**config.mk**
```make
export PLATFORM = sky130hd
export DESIGN_NAME = hint_sprite_anim
export DESIGN_NICKNAME = d
export VERILOG_FILES = /design/src/rtl/hint_sprite_anim.sv
export SDC_FILE = /design/constraint.sdc
export NUM_CORES = 1
export LEC_CHECK = 0
export BUFFER_PORTS_ARGS = -buffer_cell sky130_fd_sc_hd__buf_2
export CORE_MARGIN = 2
export CORE_UTILIZATION = 57
export CTS_BUF_LIST = sky130_fd_sc_hd__clkbuf_4 sky130_fd_sc_hd__clkbuf_8 sky130_fd_sc_hd__clkbuf_16
export DETAILED_ROUTE_END_ITERATION = 6
export HOLD_SLACK_MARGIN = 0.05
export PLACE_DENSITY = 0.78
export REMOVE_ABC_BUFFERS = 1
export SYNTH_ARGS = -nofsm -noshare
export SYNTH_HDL_FRONTEND = slang
export SYNTH_SLANG_ARGS = --single-unit
```
**constraint.sdc**
```tcl
create_clock -name clk -period 3.39 [get_ports clk]
set_input_delay 0.339 -clock clk [delete_from_list [all_inputs] [get_ports clk]]
set_output_delay 0.339 -clock clk [all_outputs]
set_load 0.02 [all_outputs]
```
**src/rtl/hint_sprite_anim.sv**
```systemverilog
// -----------------------------------------------------------------------------
// hint_sprite_anim
//   Pipelined sprite/hint renderer for the VGA overlay path. Draws a
//   WIDTH x HEIGHT bitmap fetched from an external combinational ROM at
//   (posx, posy). It supports multi-frame animation, horizontal mirroring,
//   a transparent key colour, blinking, and a timed show/hide state machine.
//   The latency from scan coordinate to color/is_display is fixed at two
//   clocks.
//
// Ports
//   clk, rst_n        pixel clock (rising edge); asynchronous active-low reset
//   x, y              scan coordinate from vgac
//   posx, posy        top-left corner of the sprite (sampled every pixel)
//   isplay            master enable (level)
//   trigger           one-cycle pulse: start/restart a timed show
//   mirror            1 = horizontally flipped
//   blink_en          1 = blink while shown
//   rom_addr          registered ROM address (stage 1)
//   rom_data          combinational ROM data for rom_addr
//   color, is_display registered pixel colour / opaque flag (stage 2)
// -----------------------------------------------------------------------------
module hint_sprite_anim #(
    parameter int          WIDTH       = 224,
    parameter int          HEIGHT      = 28,
    parameter int          FRAMES      = 4,
    parameter int          ADDR_W      = 15,
    parameter int          FRAME_HOLD  = 8,
    parameter int          BLINK_HALF  = 16,
    parameter int          SHOW_FRAMES = 180,
    parameter logic [15:0] KEY_COLOR   = 16'hffff
) (
    input  logic              clk,
    input  logic              rst_n,
    input  logic [9:0]        x,
    input  logic [8:0]        y,
    input  logic [9:0]        posx,
    input  logic [8:0]        posy,
    input  logic              isplay,
    input  logic              trigger,
    input  logic              mirror,
    input  logic              blink_en,
    output logic [ADDR_W-1:0] rom_addr,
    input  logic [15:0]       rom_data,
    output logic [15:0]       color,
    output logic              is_display
);

    localparam int AW = (FRAMES > 1)      ? $clog2(FRAMES)          : 1;
    localparam int HW = (FRAME_HOLD > 1)  ? $clog2(FRAME_HOLD)      : 1;
    localparam int BW = (BLINK_HALF > 1)  ? $clog2(BLINK_HALF)      : 1;
    localparam int SW = (SHOW_FRAMES > 0) ? $clog2(SHOW_FRAMES + 1) : 1;

    localparam logic [AW-1:0] ANIM_LAST  = AW'(FRAMES - 1);
    localparam logic [HW-1:0] HOLD_LAST  = HW'(FRAME_HOLD - 1);
    localparam logic [BW-1:0] BLINK_LAST = BW'(BLINK_HALF - 1);
    localparam logic [SW-1:0] SHOW_LIM   = SW'(SHOW_FRAMES);
    localparam logic          TIMED      = (SHOW_FRAMES > 0);

    localparam logic [31:0] FRAME_PIX = 32'(WIDTH * HEIGHT);
    localparam logic [31:0] WIDTH32   = 32'(WIDTH);
    localparam logic [10:0] WIDTH11   = 11'(WIDTH);
    localparam logic [9:0]  HEIGHT10  = 10'(HEIGHT);
    localparam logic [9:0]  COL_LAST  = 10'(WIDTH - 1);

    typedef enum logic {ST_OFF, ST_ON} state_e;

    // ------------------------------------------------------------------
    // Registers
    // ------------------------------------------------------------------
    state_e            state_q, state_d;
    logic              isplay_q;
    logic              at00_q, at00_p_q;
    logic [SW-1:0]     show_q, show_d;
    logic [AW-1:0]     anim_q, anim_d;
    logic [HW-1:0]     hold_q, hold_d;
    logic [BW-1:0]     blink_q, blink_d;
    logic              phase_q, phase_d;
    logic              vis_f_q, vis_f_d;

    logic              hit1_q, hit1_d;
    logic [ADDR_W-1:0] rom_addr_q, rom_addr_d;
    logic [15:0]       color_q, color_d;
    logic              disp_q, disp_d;

    // Frame tick: rising edge of the registered "scan is at (0,0)" flag.
    logic ftick;
    assign ftick = at00_q & ~at00_p_q;

    // ------------------------------------------------------------------
    // Show/hide FSM and per-frame counters
    // ------------------------------------------------------------------
    always_comb begin
        state_d = state_q;
        show_d  = show_q;
        anim_d  = anim_q;
        hold_d  = hold_q;
        blink_d = blink_q;
        phase_d = phase_q;
        vis_f_d = vis_f_q;

        unique case (state_q)
            ST_OFF: begin
                if (isplay && (trigger || (!TIMED && !isplay_q))) begin
                    state_d = ST_ON;
                    // An entry coinciding with a tick counts that tick.
                    show_d  = ftick ? SW'(1) : '0;
                    anim_d  = '0;
                    hold_d  = '0;
                    blink_d = '0;
                    phase_d = 1'b1;
                end
            end
            ST_ON: begin
                if (!isplay) begin
                    state_d = ST_OFF;
                end else begin
                    if (ftick) begin
                        if (hold_q == HOLD_LAST) begin
                            hold_d = '0;
                            anim_d = (anim_q == ANIM_LAST) ? '0 : anim_q + AW'(1);
                        end else begin
                            hold_d = hold_q + HW'(1);
                        end

                        if (blink_q == BLINK_LAST) begin
                            blink_d = '0;
                            phase_d = ~phase_q;
                        end else begin
                            blink_d = blink_q + BW'(1);
                        end

                        // Expiry is checked before counting, so the show
                        // covers SHOW_FRAMES full frames and the counter
                        // never passes its limit.
                        if (TIMED) begin
                            if (show_q == SHOW_LIM) state_d = ST_OFF;
                            else                    show_d  = show_q + SW'(1);
                        end
                    end
                    if (trigger) begin
                        state_d = ST_ON;
                        show_d  = ftick ? SW'(1) : '0;
                    end
                end
            end
            default: state_d = ST_OFF;
        endcase

        // Visibility latched once per frame from the post-tick state; a
        // dropped isplay clears it at once.
        if (!isplay)
            vis_f_d = 1'b0;
        else if (ftick)
            vis_f_d = (state_d == ST_ON) & (phase_d | ~blink_en);
    end

    // ------------------------------------------------------------------
    // Stage 1: hit test and ROM address
    // ------------------------------------------------------------------
    logic [10:0] x_ext, xl, xr;
    logic [9:0]  y_ext, yt, yb;
    logic [9:0]  dx, col;
    logic [8:0]  dy;
    logic        in_x, in_y;

    always_comb begin
        x_ext = {1'b0, x};
        xl    = {1'b0, posx};
        xr    = {1'b0, posx} + WIDTH11;
        y_ext = {1'b0, y};
        yt    = {1'b0, posy};
        yb    = {1'b0, posy} + HEIGHT10;
        in_x  = (x_ext >= xl) && (x_ext < xr);
        in_y  = (y_ext >= yt) && (y_ext < yb);
        dx    = x - posx;
        dy    = y - posy;
        col   = mirror ? (COL_LAST - dx) : dx;

        // isplay gates the hit directly so a drop empties the pipe in 2 edges.
        hit1_d     = vis_f_q & isplay & in_x & in_y;
        rom_addr_d = hit1_d ? ADDR_W'(32'(anim_q) * FRAME_PIX
                                      + 32'(dy) * WIDTH32
                                      + 32'(col))
                            : '0;
    end

    // ------------------------------------------------------------------
    // Stage 2: transparency key and colour
    // ------------------------------------------------------------------
    always_comb begin
        disp_d  = hit1_q && (rom_data != KEY_COLOR);
        color_d = disp_d ? rom_data : 16'hffff;
    end

    // ------------------------------------------------------------------
    // State registers
    // ------------------------------------------------------------------
    always_ff @(posedge clk or negedge rst_n) begin
        if (!rst_n) begin
            state_q    <= ST_OFF;
            isplay_q   <= 1'b0;
            at00_q     <= 1'b0;
            at00_p_q   <= 1'b0;
            show_q     <= '0;
            anim_q     <= '0;
            hold_q     <= '0;
            blink_q    <= '0;
            phase_q    <= 1'b1;
            vis_f_q    <= 1'b0;
            hit1_q     <= 1'b0;
            rom_addr_q <= '0;
            color_q    <= 16'hffff;
            disp_q     <= 1'b0;
        end else begin
            state_q    <= state_d;
            isplay_q   <= isplay;
            at00_q     <= (x == 10'd0) && (y == 9'd0);
            at00_p_q   <= at00_q;
            show_q     <= show_d;
            anim_q     <= anim_d;
            hold_q     <= hold_d;
            blink_q    <= blink_d;
            phase_q    <= phase_d;
            vis_f_q    <= vis_f_d;
            hit1_q     <= hit1_d;
            rom_addr_q <= rom_addr_d;
            color_q    <= color_d;
            disp_q     <= disp_d;
        end
    end

    assign rom_addr   = rom_addr_q;
    assign color      = color_q;
    assign is_display = disp_q;

endmodule
```
==> After elaboration in Yosys (flattened, before gate mapping) <==
Index checks and enable logic that the tools add are counted.
{ "classes": {"add_sub_neg": 11, "mul": 2, "order_cmp": 4, "eq_ne": 12, "mux": 39, "bitwise_logic": 10, "n_reduce_logical": 10} }
{ "ops": {"columns": ["op", "count"], "rows": [
  ["8-bit two-way mux", 5],
  ["16-bit two-way mux", 1],
  ["4-bit two-way mux", 4],
  ["16-bit inequality test, second input constant", 1],
  ["8-bit one-hot mux with 2 select lines", 1],
  ["15-bit by 10-bit adder with 15-bit output", 1],
  ["15-bit adder", 1],
  ["15-bit two-way mux", 1],
  ["1-bit two-way mux", 12],
  ["3-bit two-way mux", 4],
  ["10-bit by 8-bit adder with 11-bit output, second input constant", 1],
  ["10-bit by 11-bit less-than comparator with 1-bit output", 1],
  ["9-bit by 5-bit adder with 10-bit output, second input constant", 1],
  ["10-bit >= comparator", 1],
  ["10-bit logical NOT", 1],
  ["9-bit by 10-bit less-than comparator with 1-bit output", 1],
  ["9-bit by 3-bit multiplier with 10-bit output, second input constant", 1],
  ["10-bit two-way mux", 1],
  ["2-bit two-way mux", 5],
  ["10-bit subtractor", 1],
  ["8-bit by 10-bit subtractor with 10-bit output, first input constant", 1],
  ["9-bit >= comparator", 1],
  ["9-bit logical NOT", 1],
  ["9-bit subtractor", 1],
  ["other kinds (23)", 39]
]} }
{ "totals": {"register_bits": 55, "inputBits": 60, "output_inout_bits": 32, "word_cells": 101} }

==> Longest topological paths before layout <==
Gate-level depths: netlist (run 1).
{ "depth": {"depth_word": 9, "ltp_mapped": 24, "depth_no_buf": 24} }

==> Worst setup path after synthesis (run 1) <==
OpenSTA, ideal clock, no wires.
{ "synth_path": {"path_kind": "in2reg", "from": "input y[0]", "to": "register rom_addr_q[14], in the netlist rom_addr[14]", "arrival_time_ps": 4447, "required_time_ps": 3268, "path_slack_ps": -1179, "path_stages": 24, "cell_sequence": "inv_1 -> ha_1 -> inv_1 -> fa_1 -> a21o_1 -> a21oi_1 -> xnor2_1 -> inv_1 -> fa_1 -> inv_1 -> ha_1 -> a21oi_1 -> nor2b_1 -> o21a_1 -> nor2_1 -> xnor2_1 -> ha_1 -> ha_1 -> a211oi_1 -> nor2_1 -> o41ai_1 -> xnor2_1 -> xnor2_1 -> nor2_1"} }
{ "synth_between": {"elab_chain_cells": 5, "elab_cells_between_ends": 9, "cone_classes": "add/sub (3); mul (1); order compare (2); mux (1); bitwise (1); reduce/logical (1)"} }
{ "synth_lines": {"columns": ["item", "line_no", "source"], "rows": [
  ["start: declaration", "35", "input logic [8:0] y,"],
  ["9-bit subtractor", "176", "dy = y - posy;"],
  ["9-bit by 3-bit multiplier with 10-bit output", "182", "+ 32'(dy) * WIDTH32"],
  ["15-bit adder", "182", null],
  ["15-bit by 10-bit adder with 15-bit output", "183", "+ 32'(col))"],
  ["15-bit two-way mux *", "181", "rom_addr_d = hit1_d ? ADDR_W'(32'(anim_q) * FRAME_PIX"],
  ["net rom_addr_d[14]", "81", "logic [ADDR_W-1:0] rom_addr_q, rom_addr_d;"],
  ["end signal: assignment", "226", "rom_addr_q <= rom_addr_d;"],
  ["end: declaration", "81", null]
]} }
The timed path passes the listed nets; every way through them passes the cells marked *.
A chain may end at the register's enable or synchronous reset.

==> Worst setup path in the final report (run 1) <==
Ends and elaborated chain as after synthesis.

==> results of run 1 <==
[worst reg2reg max path: stages (launching register included)]
cell	delay [ns]
dfrtp_1	0.47
inv_1	0.16
fa_1	0.56
inv_1	0.07
fa_1	0.49
a211oi_4	0.26
nor2_2	0.08
buf_4	0.14
buf_6	0.12
o21ai_4	0.14
xor2_1	0.18
nor2_1	0.06
[worst max-delay path by stage]
stage                                   endpoint  slack [ns]
after detailed placement  rom_addr[14]$_DFF_PN0_       -1.50
final                     rom_addr[14]$_DFF_PN0_       -0.81
after global placement    rom_addr[14]$_DFF_PN0_       -1.29
after CTS                 rom_addr[14]$_DFF_PN0_       -0.69
after global routing      rom_addr[14]$_DFF_PN0_       -1.01
after floorplan           rom_addr[14]$_DFF_PN0_       -1.19
[placed cells by master (no fill, tap or decap), types with 7 or more instances in the layout]
| cell | count |
|---|---|
| fa_1 | 9 |
| xnor2_1 | 28 |
| nand4_1 | 16 |
| buf_4 | 109 |
| nand2_1 | 32 |
| ha_4 | 9 |
| nor2_1 | 36 |
| a21o_1 | 14 |
| a21oi_1 | 20 |
| buf_2 | 90 |
| nand3_1 | 8 |
| o21ai_0 | 21 |
| a21oi_2 | 7 |
| dfrtp_1 | 38 |
| xor2_1 | 15 |
| ha_1 | 55 |
| nand2b_1 | 9 |
| inv_1 | 48 |
| dfstp_2 | 17 |
| or2_2 | 11 |
[metrics by stage]
step | power, mW | util [%] | worst slack, ns | setup TNS, ns | std cells
after floorplan | 2.34 | - | -1.19 | -4.73 | 495
after global placement | 3.30 | 76.5 | -1.29 | -6.74 | 793
after detailed placement | 3.45 | 76.5 | -1.50 | -7.87 | 793
after CTS | 4.54 | 81.7 | -0.694 | -3.48 | 808
after global routing | 5.55 | 83.6 | -1.01 | -5.59 | 812
final | 5.21 | 83.6 | -0.813 | -4.19 | 812
[power groups by stage]
stage          registers [mW]  logic, mW  clock network, mW
3_3_place_gp            0.686       2.62                  0
6_report                0.675       4.09              0.451
4_1_cts                 0.674       3.41              0.452
3_5_place_dp            0.686       2.77                  0
5_1_grt                 0.677       4.39              0.476
2_1_floorplan           0.683       1.65                  0
[timing repair]
item | in CTS | in global routing
buffers inserted | 8 | 5
pin swaps | 34 | 22
setup endpoints to repair | 7 | 8
gates resized for setup | 45 | 21
hold buffers | 0 | 0
[cells by family (layout without fill, tap and decap cells)]
family                     after synthesis  after routing  synth area share (%)
AOI/OAI and AO/OA                      108            108                  15.5
xor gates and xnor gates                50             50                  9.74
adders and majority gates               77             77                  22.5
buffers and inverters                   60            268                  5.15
DFF                                     55             55                  30.1
muxes                                    2              2                 0.432
and+or+nand+nor                        150            150                  16.5
[layout make-up]
cell class | count | area [µm²] | share of cell area (%)
timing repair buffer | 207 | 1360 | 20.8
clock buffer | 8 | 126 | 1.94
sequential | 55 | 1400 | 21.4
inverter | 53 | 204 | 3.13
multi-input combinational | 387 | 3310 | 50.8
tap | 102 | 128 | 1.96
[sequential cells by signal (all words and copies together) (netlist names)]
| name | flops |
|---|---|
| show_q | 8 |
| hit1_q | 1 |
| state_q | 1 |
| phase_q | 1 |
| anim_q | 2 |
| hold_q | 3 |
| is_display | 1 |
| color | 16 |
| at00_q | 1 |
| vis_f_q | 1 |
| at00_p_q | 1 |
| blink_q | 4 |
| rom_addr | 15 |
[layer usage]
layer	vias to the layer above	global-route usage (%)
met5	-	0
li1	2169	-
met4	0	9.66
met3	31	2.81
met2	194	57.3
met1	2219	32.2
==> summary.txt, run 1 <==
Pwr
  – Pleak: 3.37 nW
  – Power share of the clock group: 8.6%
  – Pwr per Cell Area: 799 nW/µm²
  – Reg power frac: 13.0%
  – Sw frac: 40.7%
  – Switching pwr: 2.12 mW
  – Peak supply drop: 0.884 mV
  – Int Pwr: 3.09 mW
  – Comb power frac: 78.4%

Yosys
  – Post-synth EDFFs: 0
  – Synth top area share: 20.5%
  – Cell Area, Synth: 4640 µm²
  – Fraction of registers with async set/reset: 100%
  – Most used DFF post-synth: dfrtp_1
  – Distinct cell type count after synthesis: 58
  – Sequential fraction of the synthesis area: 30.1%
  – Post-synth top area cell: dfrtp_1
  – Area contributors post-synth: dfrtp_1 20%, ha_1 18%, dfstp_2 9.6%, xnor2_1 6.0%, fa_1 4.7%
  – Post-synthesis sequential element count: 55
  – Syn avg cell area: 9.24 µm²
  – Synth top cells by count: 66 x ha_1, 53 x inv_1, 39 x nor2_1
  – Most frequent cell after synthesis: ha_1
  – Syn Inst Count: 502
  – Synth warn: 0

CTS
  – Sink Count: 55
  – Clock transition at path regs: 0.10 ns
  – TritonCTS clock tree: built
  – Maximum clock insertion buffer count: 2
  – Worst-Skew Late Latency: 0.31 ns
  – CTS buffer count: 5
  – CTS Root Cell: clkbuf_8
  – H-tree levels: 2

STA
  – Setup violators final: 7
  – Final Hold Violating Endpoints: 0
  – RSZ-0062 raised after global routing: true
  – Final setup margin: -0.813 ns
  – Worst hold slack: 0.218 ns
  – Crit share post-route: 124%
  – Minimum clock period: 4.20 ns
  – Worst-margin pin slew: 1.06 ns
  – Maximum clock rate: 238 MHz
  – Relative slew slack: 29.4%
  – Final slew viol count: 0
  – Skew final: 0.00782 ns

Route
  – Drt first-iter violations: 227
  – Pre-Repair DR Iteration Count: 5
  – Routed length per placed instance: 16.1 µm
  – WL met2: 7160 µm
  – Metal3 WL: 666 µm
  – Vias: 4613
  – Top sig layer: met4
  – Routed vias/inst: 5.68
  – Residual DRC: 0
  – Metal1 wirelength: 4930 µm
  – Routed Antenna Nets: 0
  – Final WL: 13100 µm

Global routing
  – GRT Overall Usage: 29.1%
  – Vias in the first global route: 4745
  – Pin count of the biggest net entering global routing: 52
  – Global-route wire length before repair: 20800 µm
  – Initial antenna violation count: 0
  – Grt ovf: 0

Finish
  – Finished Cell Area: 6530 µm²
  – NumNets Final: 846
  – Share of layout cells above drive strength 1: 41.5%
  – ANT cells: 0
  – Fill cell instance count of the final layout: 455
  – Syn-to-layout area delta: 40.7%

Outcome
  – Failing checks: negative setup slack
  – Status: finished with violations

Critical path
  – R2R Path End: rom_addr[12]$_DFF_PN0_
  – WP buf/inv: 5
  – Crit path launch type: primary input
  – FF-to-FF Start: anim_q[0]$_DFFE_PN0P_
  – Worst Setup End Kind: register
  – Worst Path Required: 3.58 ns
  – Critical path class: in2reg
  – Crit-path slowest cell: fa_1
  – Arrival time worst endpoint: 4.39 ns
  – Reg2Reg Setup Slack: 0.54 ns
  – Crit path depth: 25
  – Worst r2r path cells: 11
  – Crit-path leading delay family: adder cells
  – Worst path max stage delay: 0.50 ns
  – Beginning of the critical path: y[0]
  – Worst-path maximum fanout: 3

Floorplanning
  – Vert. Die Dim: 94.2 µm
  – Die area: 8880 µm²
  – Die width: 94.2 µm
  – Top Ports: 92
  – Initial Utilization: 59.4%
  – Core Region: 7810 µm²
  – Rows: 32

Worst hold path
  – HP Class: in2async

Place
  – DP Wirelength: 9510 µm
  – IO buf count: 91
  – Routability cong.: 0.882
  – DP Area: 5970 µm²

Run
  – Max-Cap Viols: 0
Power figures use the tool's default switching activity.
==> run 2, diff against run 1 <==
--- a/config.mk
+++ b/config.mk
@@ -11,6 +11,7 @@
 export CTS_BUF_LIST = sky130_fd_sc_hd__clkbuf_4 sky130_fd_sc_hd__clkbuf_8 sky130_fd_sc_hd__clkbuf_16
 export DETAILED_ROUTE_END_ITERATION = 6
 export HOLD_SLACK_MARGIN = 0.05
+export MAX_ROUTING_LAYER = met4
 export PLACE_DENSITY = 0.78
 export REMOVE_ABC_BUFFERS = 1
 export SYNTH_ARGS = -nofsm -noshare
==> run 2 against run 1 <==
  * The flow still finishes with violations (negative setup slack)
  * Die area did not move
  * Worst setup slack gained 0.085 ns
  * Sequential power is essentially flat
  * Cell count increased by 0.25%
  * Power fell by 4.2%
  * Routed wire length shrank 4.7%
  * Combinational power fell by 3%
  * Non-clock buffer count increased by 2
  * Clock-buffer cell count shrank 2
  * Worst hold slack about the same
  * Final area is 1.1% lower
  * Sequential cell count unchanged
  * Critical endpoint unchanged
  * Largest power group unchanged
==> summary.txt, run 2 (synthesis gave the netlist of run 1 again) <==
Global routing
  – Vias in the first global route: 4550
  – Global-route wire length before repair: 19700 µm
  – GRT Overall Usage: 28.4%
  – Grt ovf: 0
  – Pin count of the biggest net entering global routing: 52
  – Initial antenna violation count: 0

Place
  – DP Wirelength: 9350 µm
  – IO buf count: 91
  – Routability cong.: 0.891
  – DP Area: 5980 µm²

Critical path
  – WP buf/inv: 5
  – Worst path max stage delay: 0.50 ns
  – Crit-path slowest cell: fa_1
  – Critical path class: in2reg
  – Reg2Reg Setup Slack: 0.60 ns
  – Arrival time worst endpoint: 4.30 ns
  – Crit path launch type: primary input
  – Worst-path maximum fanout: 3
  – Crit-path leading delay family: adder cells
  – Worst Path Required: 3.57 ns
  – Worst Setup End Kind: register

CTS
  – CTS Root Cell: clkbuf_8
  – TritonCTS clock tree: built
  – Worst-Skew Late Latency: 0.30 ns
  – Sink Count: 55
  – CTS buffer count: 5
  – Clock transition at path regs: 0.10 ns
  – H-tree levels: 2
  – Hold buffers post-CTS: 0
  – Maximum clock insertion buffer count: 2

Floorplanning
  – Rows: 32
  – Initial Utilization: 59.4%
  – Core Region: 7810 µm²
  – Top Ports: 92
  – Die width: 94.2 µm
  – Vert. Die Dim: 94.2 µm
  – Die area: 8880 µm²

Outcome
  – Status: finished with violations
  – Failing checks: negative setup slack

STA
  – Relative slew slack: 29.8%
  – Skew final: 0.00986 ns
  – RSZ-0062 raised after global routing: true
  – Final setup margin: -0.728 ns
  – Setup TNS: -3.09 ns
  – Setup violators final: 7
  – Minimum clock period: 4.12 ns
  – Worst-margin pin slew: 1.05 ns
  – Maximum clock rate: 243 MHz
  – Final Hold Violating Endpoints: 0
  – Crit share post-route: 121%
  – Final slew viol count: 0

Route
  – Residual DRC: 0
  – Routed length per placed instance: 15.3 µm
  – Final WL: 12400 µm
  – Vias: 4558
  – Pre-Repair DR Iteration Count: 5
  – Routed vias/inst: 5.60
  – Routed Antenna Nets: 0
  – Drt first-iter violations: 182

Pwr
  – Overall Power: 4.99 mW
  – Pwr per Cell Area: 773 nW/µm²
  – Peak supply drop: 1.01 mV
  – Pleak: 3.35 nW

Finish
  – Max reg flops: 16
  – Commonest non-fill, non-tap cells in the layout: 116 x buf_4, 90 x buf_2, 55 x ha_1
  – NumNets Final: 848
  – Syn-to-layout area delta: 39.1%
  – Most common cell after layout, fill and taps aside: buf_4
  – ANT cells: 0
  – Share of layout cells above drive strength 1: 42.0%
  – Finished Cell Area: 6450 µm²

Run
  – Max-Cap Viols: 0

Worst hold path
  – HP Class: in2async
==> run 2: timing repair <==
action | in CTS | in global routing
pin swaps | 28 | 18
gates resized for setup | 40 | 21
buffers inserted | 12 | 0
setup endpoints to repair | 7 | 8
==> run 2: layout make-up <==
type | instances | area (µm²)
repair buffers | 209 | 1360
multi-input cells | 387 | 3280
flip-flops and latches | 55 | 1400
clock inverters | 2 | 11.3
fillers | 478 | 1350
inverters | 53 | 204
well taps | 102 | 128
clock buffers | 6 | 76.3
==> run 2: layer usage <==
layer | vias up | routed length (µm) | global-route usage (%)
met1 | 2158 | 4940 | 30.7
met4 | 0 | 412 | 9.90
met5 | - | 0 | -
li1 | 2172 | - | -
met3 | 53 | 586 | 3.21
met2 | 175 | 6510 | 53.5
==> run 2: power by group <==
group          total [mW]  switching, mW  internal, mW
Clock               0.353          0.200         0.153
Combinational        3.96           1.84          2.12
Sequential          0.675         0.0124         0.663
==> run 2: stage by stage <==
| step | hold WS [ns] | setup slack [ns] | instances | util (%) |
|---|---|---|---|---|
| floorplan | 0.0434 | -1.19 | 495 | - |
| global placement | 0.360 | -1.29 | 794 | 76.6 |
| detailed placement | 0.376 | -1.44 | 794 | 76.6 |
| CTS | 0.238 | -0.702 | 814 | 81.5 |
| global route | 0.238 | -0.881 | 814 | 82.7 |
| finish | 0.217 | -0.728 | 814 | 82.7 |
==> run 2: worst register-to-register path, delay by kind of cell, from the launching register on <==
family | cells | cell delay (ns)
compound gates | 3 | 0.62
buf+inv | 3 | 0.36
xor+xnor | 1 | 0.21
flops | 1 | 0.48
fa+ha+maj | 2 | 0.83
simple gates | 2 | 0.15
==> run 2: worst paths after layout <==
kind | from | end | cells after the start
setup / recovery | y[0] | rom_addr[14]$_DFF_PN0_ | 25
hold / removal | rst_n | show_q[5]$_DFFE_PN0P_ | 1
setup reg to reg | anim_q[0]$_DFFE_PN0P_ | rom_addr[13]$_DFF_PN0_ | 11
hold reg to reg | at00_q$_DFF_PN0_ | at00_p_q$_DFF_PN0_ | 0
max in group asynchronous | rst_n | rom_addr[10]$_DFF_PN0_ | 2
min in group clk | rom_data[0] | color[0]$_DFF_PN1_ | 2
